**config.mk**
```make
export PLATFORM = sky130hd
export DESIGN_NAME = reg_spill
export DESIGN_NICKNAME = d
export VERILOG_FILES = /design/src/rtl/nanomips_pkg.sv /design/src/rtl/spill_addr_gen.sv /design/src/rtl/reg_spill.sv
export SDC_FILE = /design/constraint.sdc
export NUM_CORES = 1
export LEC_CHECK = 0
export ABC_AREA = 1
export CAP_MARGIN = 20
export CORE_ASPECT_RATIO = 1.2
export CORE_MARGIN = 2
export CORE_UTILIZATION = 42
export CTS_CLUSTER_SIZE = 12
export DETAILED_ROUTE_END_ITERATION = 10
export PLACE_DENSITY = 0.88
export SLEW_MARGIN = 20
export SYNTH_ARGS = -nofsm -noshare
export SYNTH_HDL_FRONTEND = slang
export SYNTH_HIERARCHICAL = 1
export SYNTH_SLANG_ARGS = --single-unit
```
**constraint.sdc**
```tcl
create_clock -name clk -period 1.9 [get_ports clk]
set_input_delay 0.285 -clock clk [delete_from_list [all_inputs] [get_ports clk]]
set_output_delay 0.285 -clock clk [all_outputs]
set_load 0.005 [all_outputs]
```
**src/rtl/nanomips_pkg.sv**
```systemverilog
// Shared constants and FSM state encoding for the register spill/fill engine.
`timescale 1ns/1ps
package nanomips_pkg;

  localparam int unsigned NUM_CORE  = 8;
  localparam int unsigned SUPER_IDX = NUM_CORE;
  localparam int unsigned DATA_W    = 8;
  localparam int unsigned ADDR_W    = 8;

  typedef enum logic [1:0] {
    IDLE = 2'd0,
    XFER = 2'd1,
    RFWR = 2'd2,
    DONE = 2'd3
  } state_e;

endpackage

```
**src/rtl/spill_addr_gen.sv**
```systemverilog
// Memory address for transfer idx: base plus index, wrapping modulo 256.
`timescale 1ns/1ps
module spill_addr_gen #(
  parameter int unsigned IDX_W = 4
) (
  input  logic [7:0]       i_base,
  input  logic [IDX_W-1:0] i_idx,
  output logic [7:0]       o_addr
);

  assign o_addr = i_base + 8'(i_idx);

endmodule

```
**src/rtl/reg_spill.sv**
```systemverilog
// Moves core registers plus the super register between the register file and memory.
// Outputs are decoded from the registered state; spill write data passes straight from the RF.
`timescale 1ns/1ps
module reg_spill #(
  parameter int unsigned NUM_CORE = nanomips_pkg::NUM_CORE
) (
  input  logic       clk,
  input  logic       rst_n,
  input  logic       start,
  input  logic       mode,
  input  logic [7:0] base_addr,
  output logic       busy,
  output logic       done,
  output logic [2:0] rf_rs,
  input  logic [7:0] rf_rs_data,
  input  logic [7:0] rf_super_data,
  output logic [2:0] rf_rt,
  output logic [7:0] rf_data_in,
  output logic       rf_write_enable,
  output logic       rf_write_direction,
  output logic       mem_req,
  output logic       mem_we,
  output logic [7:0] mem_addr,
  output logic [7:0] mem_wdata,
  input  logic [7:0] mem_rdata,
  input  logic       mem_ack
);

  import nanomips_pkg::*;

  localparam int unsigned IDX_W = $clog2(NUM_CORE + 1);

  state_e           r_state, w_state_nxt;
  logic [IDX_W-1:0] r_idx, w_idx_nxt;
  logic             r_mode, w_mode_nxt;
  logic [7:0]       r_base, w_base_nxt;
  logic [7:0]       r_rdata, w_rdata_nxt;

  logic [7:0]       w_addr;
  logic             w_last;
  logic             w_spill_xfer;

  spill_addr_gen #(.IDX_W(IDX_W)) u_addr_gen (
    .i_base (r_base),
    .i_idx  (r_idx),
    .o_addr (w_addr)
  );

  assign w_last       = (r_idx == IDX_W'(NUM_CORE));
  assign w_spill_xfer = (r_state == XFER) && !r_mode;

  always_ff @(posedge clk or negedge rst_n) begin
    if (!rst_n) begin
      r_state <= IDLE;
      r_idx   <= '0;
      r_mode  <= 1'b0;
      r_base  <= '0;
      r_rdata <= '0;
    end else begin
      r_state <= w_state_nxt;
      r_idx   <= w_idx_nxt;
      r_mode  <= w_mode_nxt;
      r_base  <= w_base_nxt;
      r_rdata <= w_rdata_nxt;
    end
  end

  // Next-state: mem_ack only matters in XFER, where mem_req is asserted.
  always_comb begin
    w_state_nxt = r_state;
    w_idx_nxt   = r_idx;
    w_mode_nxt  = r_mode;
    w_base_nxt  = r_base;
    w_rdata_nxt = r_rdata;
    case (r_state)
      IDLE: begin
        if (start) begin
          w_mode_nxt  = mode;
          w_base_nxt  = base_addr;
          w_idx_nxt   = '0;
          w_state_nxt = XFER;
        end
      end
      XFER: begin
        if (mem_ack) begin
          if (r_mode) begin
            w_rdata_nxt = mem_rdata;
            w_state_nxt = RFWR;
          end else if (w_last) begin
            w_state_nxt = DONE;
          end else begin
            w_idx_nxt = r_idx + IDX_W'(1);
          end
        end
      end
      RFWR: begin
        if (w_last) begin
          w_state_nxt = DONE;
        end else begin
          w_idx_nxt   = r_idx + IDX_W'(1);
          w_state_nxt = XFER;
        end
      end
      DONE:    w_state_nxt = IDLE;
      default: w_state_nxt = IDLE;
    endcase
  end

  // Output decode: everything idles at zero outside the state that drives it.
  always_comb begin
    busy               = (r_state != IDLE);
    done               = (r_state == DONE);
    mem_req            = (r_state == XFER);
    mem_we             = w_spill_xfer;
    mem_addr           = 8'd0;
    mem_wdata          = 8'd0;
    rf_rs              = 3'd0;
    rf_rt              = 3'd0;
    rf_data_in         = 8'd0;
    rf_write_enable    = 1'b0;
    rf_write_direction = 1'b0;
    if (r_state == XFER) begin
      mem_addr = w_addr;
    end
    if (w_spill_xfer) begin
      rf_rs     = 3'(r_idx);
      mem_wdata = w_last ? rf_super_data : rf_rs_data;
    end
    if (r_state == RFWR) begin
      rf_write_enable    = 1'b1;
      rf_rt              = 3'(r_idx);
      rf_data_in         = r_rdata;
      rf_write_direction = !w_last;
    end
  end

endmodule

```
==> reports/qor.tcl <==
set qor(run_status) {finished with violations}
set qor(violated_checks) {negative setup slack}
set qor(skew_ns) 0.000806
set qor(largest_stage_delay_on_the_critical_path_ns) 0.43
set qor(port_buffers) 72
set qor(insertion_delay_ns) 0.26
set qor(nets) 390
set qor(ys.flop_type) {sky130_fd_sc_hd__dfrtp_1}
set qor(gp_congestion) 0.772
set qor(power-per-cell-area_nw_per_um2) 1340
set qor(maximum_number_of_pins_on_one_net_before_global_route_repair) 24
set qor(share_of_synthesized_flip_flops_with_an_asynchronous_set_or_reset_pct) 100
set qor(grt_usage_pct) 23.4
set qor(static-leakage-power_nw) 1.66
set qor(layout.filler_cells) 256
set qor(number_of_buffers_inserted_during_clock_tree_synthesis) 3
set qor(clkSinkCount) 23
set qor(setup_violations) 15
set qor(worst-endpoint-arrival_ns) 1.93
set qor(synth_seq_cells) 23
set qor(critical-path-top-cell-by-count) {sky130_fd_sc_hd__nand2_1}
set qor(setup_slack_ns) -0.319
set qor(post-dp-hpwl_um) 3220
set qor(grt_setup_unrepaired) {yes}
set qor(core_area_sq_um) 3880
set qor(final_max_slew_viol_count) 0
set qor(grt_antenna_before_repair) 0
set qor(synth.cells.most_frequent) {sky130_fd_sc_hd__nand2_1, sky130_fd_sc_hd__inv_1, sky130_fd_sc_hd__nor2_1}
set qor(drive_gt1_share_pct) 36.8
set qor(setup.worst_path.end_class) {primary output}
set qor(die_h_um) 73.0
set qor(drcViolationCount) 0
set qor(yosys.cell_count.top_type) {sky130_fd_sc_hd__nand2_1}
set qor(fin_crit_sh_pct) 117
set qor(first_pass_iters) 4
set qor(finalCriticalPeriod_ns) 2.22
set qor(place_ws_ns) -0.330
set qor(yosysTopAreaCellShare_pct) 34.5
set qor(worst_slew_margin_rel_pct) 80.0
set qor(crit_buf_inv) 4
set qor(synth-edff-count) 0
set qor(max_freq_mhz) 451
set qor(worstSetupStartpointType) {flop}
set qor(cp_cell_sequence) {buf_6, ha_4, nand2_1, nand2_2, buf_6, nand3_4, nand2_2, nand2_1, nand2_1, nand2_1, inv_1, clkdlybuf4s15_2}
set qor(grt_overflow_total) 0
set qor(cts-root-buf) {sky130_fd_sc_hd__clkbuf_8}
set qor(synth.lib_cells_used.distinct) 24
set qor(global_route_wire_length_before_repair_um) 7920
set qor(die_area_sq_um) 4490
set qor(drtIter0Drc) 95
set qor(required_ns) 1.62
set qor(placed_cell_area_sq_um) 2550
set qor(totalPowerFinal_mw) 4.07
set qor(layout_area_overhead_pct) 81.5
set qor(grt_pass1_vias) 1801
set qor(peakVddDrop_mv) 0.712
set qor(cts.htree.levels) 1
set qor(detailroute.via_count) 1879
set qor(initial_core_util_pct) 43.0
set qor(yosysSeqAreaShare_pct) 34.5
set qor(post_route_cell_area_sq_um) 3020
set qor(die_width_um) 61.5
set qor(worst_hold_path_type) {in2async}
set qor(clkTransAtPathRegs_ns) 0.08
set qor(postSynthNetCount) 266
set qor(tritoncts) {done}
set qor(post_synth_instance_area_sq_um) 1670
set qor(cts_max_path_buffers) 2
set qor(timing.critical_path.max_delay_family) {buffers and inverters}
set qor(syn-instance-count) 217
set qor(synth.yosys.warnings) 6
set qor(std_cell_rows) 25
set qor(finalHoldViolCount) 0
set qor(critPathSlowestCell) {sky130_fd_sc_hd__dfrtp_1}
set qor(antenna_cells) 0
set qor(synth.avg_cell_area_sq_um) 7.68
set qor(drt.antenna.violating_nets) 0
set qor(max-cap-violations) 0
set qor(critical_path.max_fanout) 3
set qor(post_drt_wl_per_cell_um) 14.2
set qor(synth_area_leaders) {sky130_fd_sc_hd__dfrtp_1, sky130_fd_sc_hd__nand2_1, sky130_fd_sc_hd__mux2_2}
set qor(setup.worst_path.class) {reg2out}
set qor(setup_total_negative_slack_ns) -2.51
set qor(finalHoldWorstSlack_ns) 0.373
set qor(timing_worst_slew_pin_value_ns) 0.300
set qor(ioPinCount) 73
set qor(post_synthesis_cell_type_with_the_largest_combined_area) {sky130_fd_sc_hd__dfrtp_1}
set qor(wirelength_um) 5600
set qor(routed_via_density) 4.77
[cell usage in the layout, fill, tap and decap left out, types with 7 or more instances in the layout]
cell type                         Yosys  layout
sky130_fd_sc_hd__dfrtp_1             23      22
sky130_fd_sc_hd__buf_6                3      21
sky130_fd_sc_hd__nor2_1              26      24
sky130_fd_sc_hd__o21ai_1              4       7
sky130_fd_sc_hd__clkdlybuf4s50_1      0      38
sky130_fd_sc_hd__inv_1               40      33
sky130_fd_sc_hd__buf_2                0      13
sky130_fd_sc_hd__dlygate4sd2_1        0      13
sky130_fd_sc_hd__mux2_2              16      16
sky130_fd_sc_hd__nand2_1             58      54
sky130_fd_sc_hd__buf_4                0      28
[metal layers]
layer  wire length (um)  part of all wire [%]  vias up  global-route usage, %
met5                  0                     0        -                      0
met4                231                   4.1        0                   10.6
met3                308                   5.5       18                   3.72
met2               2950                    53       72                   41.5
met1               2110                    38      876                   26.5
li1                   -                     -      913                      -
[sequential cells by signal (all words and copies together), names as in the netlist]
register,cells
r_base,8
r_rdata,8
r_idx,4
r_state,2
r_mode,1
[path summary, 6_finish.rpt]
path                                              from                     end  slack, ns  cells past startpoint
worst max-delay path              r_idx[1]$_DFFE_PN0P_             mem_addr[7]      -0.32                     12
worst min-delay path                             rst_n      r_mode$_DFFE_PN0P_       0.37                      2
worst max register to register    r_idx[0]$_DFFE_PN0P_    r_idx[3]$_DFFE_PN0P_       0.05                     13
worst min register to register  r_rdata[2]$_DFFE_PN0P_  r_rdata[2]$_DFFE_PN0P_       0.51                      1
max in group asynchronous                        rst_n  r_state[0]$_DFFE_PN0P_       1.28                      2
min in group clk                r_rdata[2]$_DFFE_PN0P_  r_rdata[2]$_DFFE_PN0P_       0.51                      1
[power breakdown]
part | internal (mW) | switching (mW)
Sequential | 0.726 | 0.207
Clock | 0.148 | 0.161
Combinational | 1.51 | 1.31
[worst reg2reg max path, cell delays in order, from the launching register on]
cell,delay (ns)
sky130_fd_sc_hd__dfrtp_1,0.39
sky130_fd_sc_hd__buf_4,0.14
sky130_fd_sc_hd__buf_6,0.11
sky130_fd_sc_hd__inv_4,0.06
sky130_fd_sc_hd__ha_4,0.15
sky130_fd_sc_hd__nand2_4,0.08
sky130_fd_sc_hd__nor2_4,0.14
sky130_fd_sc_hd__buf_6,0.11
sky130_fd_sc_hd__buf_6,0.08
sky130_fd_sc_hd__buf_4,0.11
sky130_fd_sc_hd__nand2_1,0.08
sky130_fd_sc_hd__nand2_4,0.12
sky130_fd_sc_hd__nand2_1,0.09
sky130_fd_sc_hd__o21ai_1,0.11
[logic make-up after synthesis]
logic type | synth area share, %
compound gates | 5.33
xor+xnor | 2.10
fa+ha+maj | 9.46
buf+inv | 11.3
flops | 34.5
mux | 10.8
simple gates | 26.5
[what timing repair did]
| action | in CTS | in global routing |
|---|---|---|
| gates resized for setup | 123 | 28 |
| setup buffers | 23 | 9 |
| gates cloned | 2 | 0 |
| setup endpoints to repair | 34 | 26 |
| pin swaps | 21 | 20 |
| hold buffers | 0 | 0 |
[per-stage QoR]
stage	utilization (%)	instances
2_1_floorplan	-	217
3_3_place_gp	65.8	357
3_5_place_dp	65.8	357
4_1_cts	74.8	386
5_1_grt	78.0	394
6_report	78.0	394
[area by class of cell]
| cell class | instances | area [sq um] | share of cell area [%] |
|---|---|---|---|
| inverter | 40 | 155 | 5.13 |
| multi-input combinational | 151 | 1070 | 35.3 |
| clock inverter | 1 | 7.51 | 0.248 |
| tap | 54 | 67.6 | 2.23 |
| clock buffer | 3 | 41.3 | 1.37 |
| sequential | 23 | 577 | 19.1 |
| timing repair buffer | 122 | 1110 | 36.7 |
Note: power is estimated with default switching activity, not from simulation.
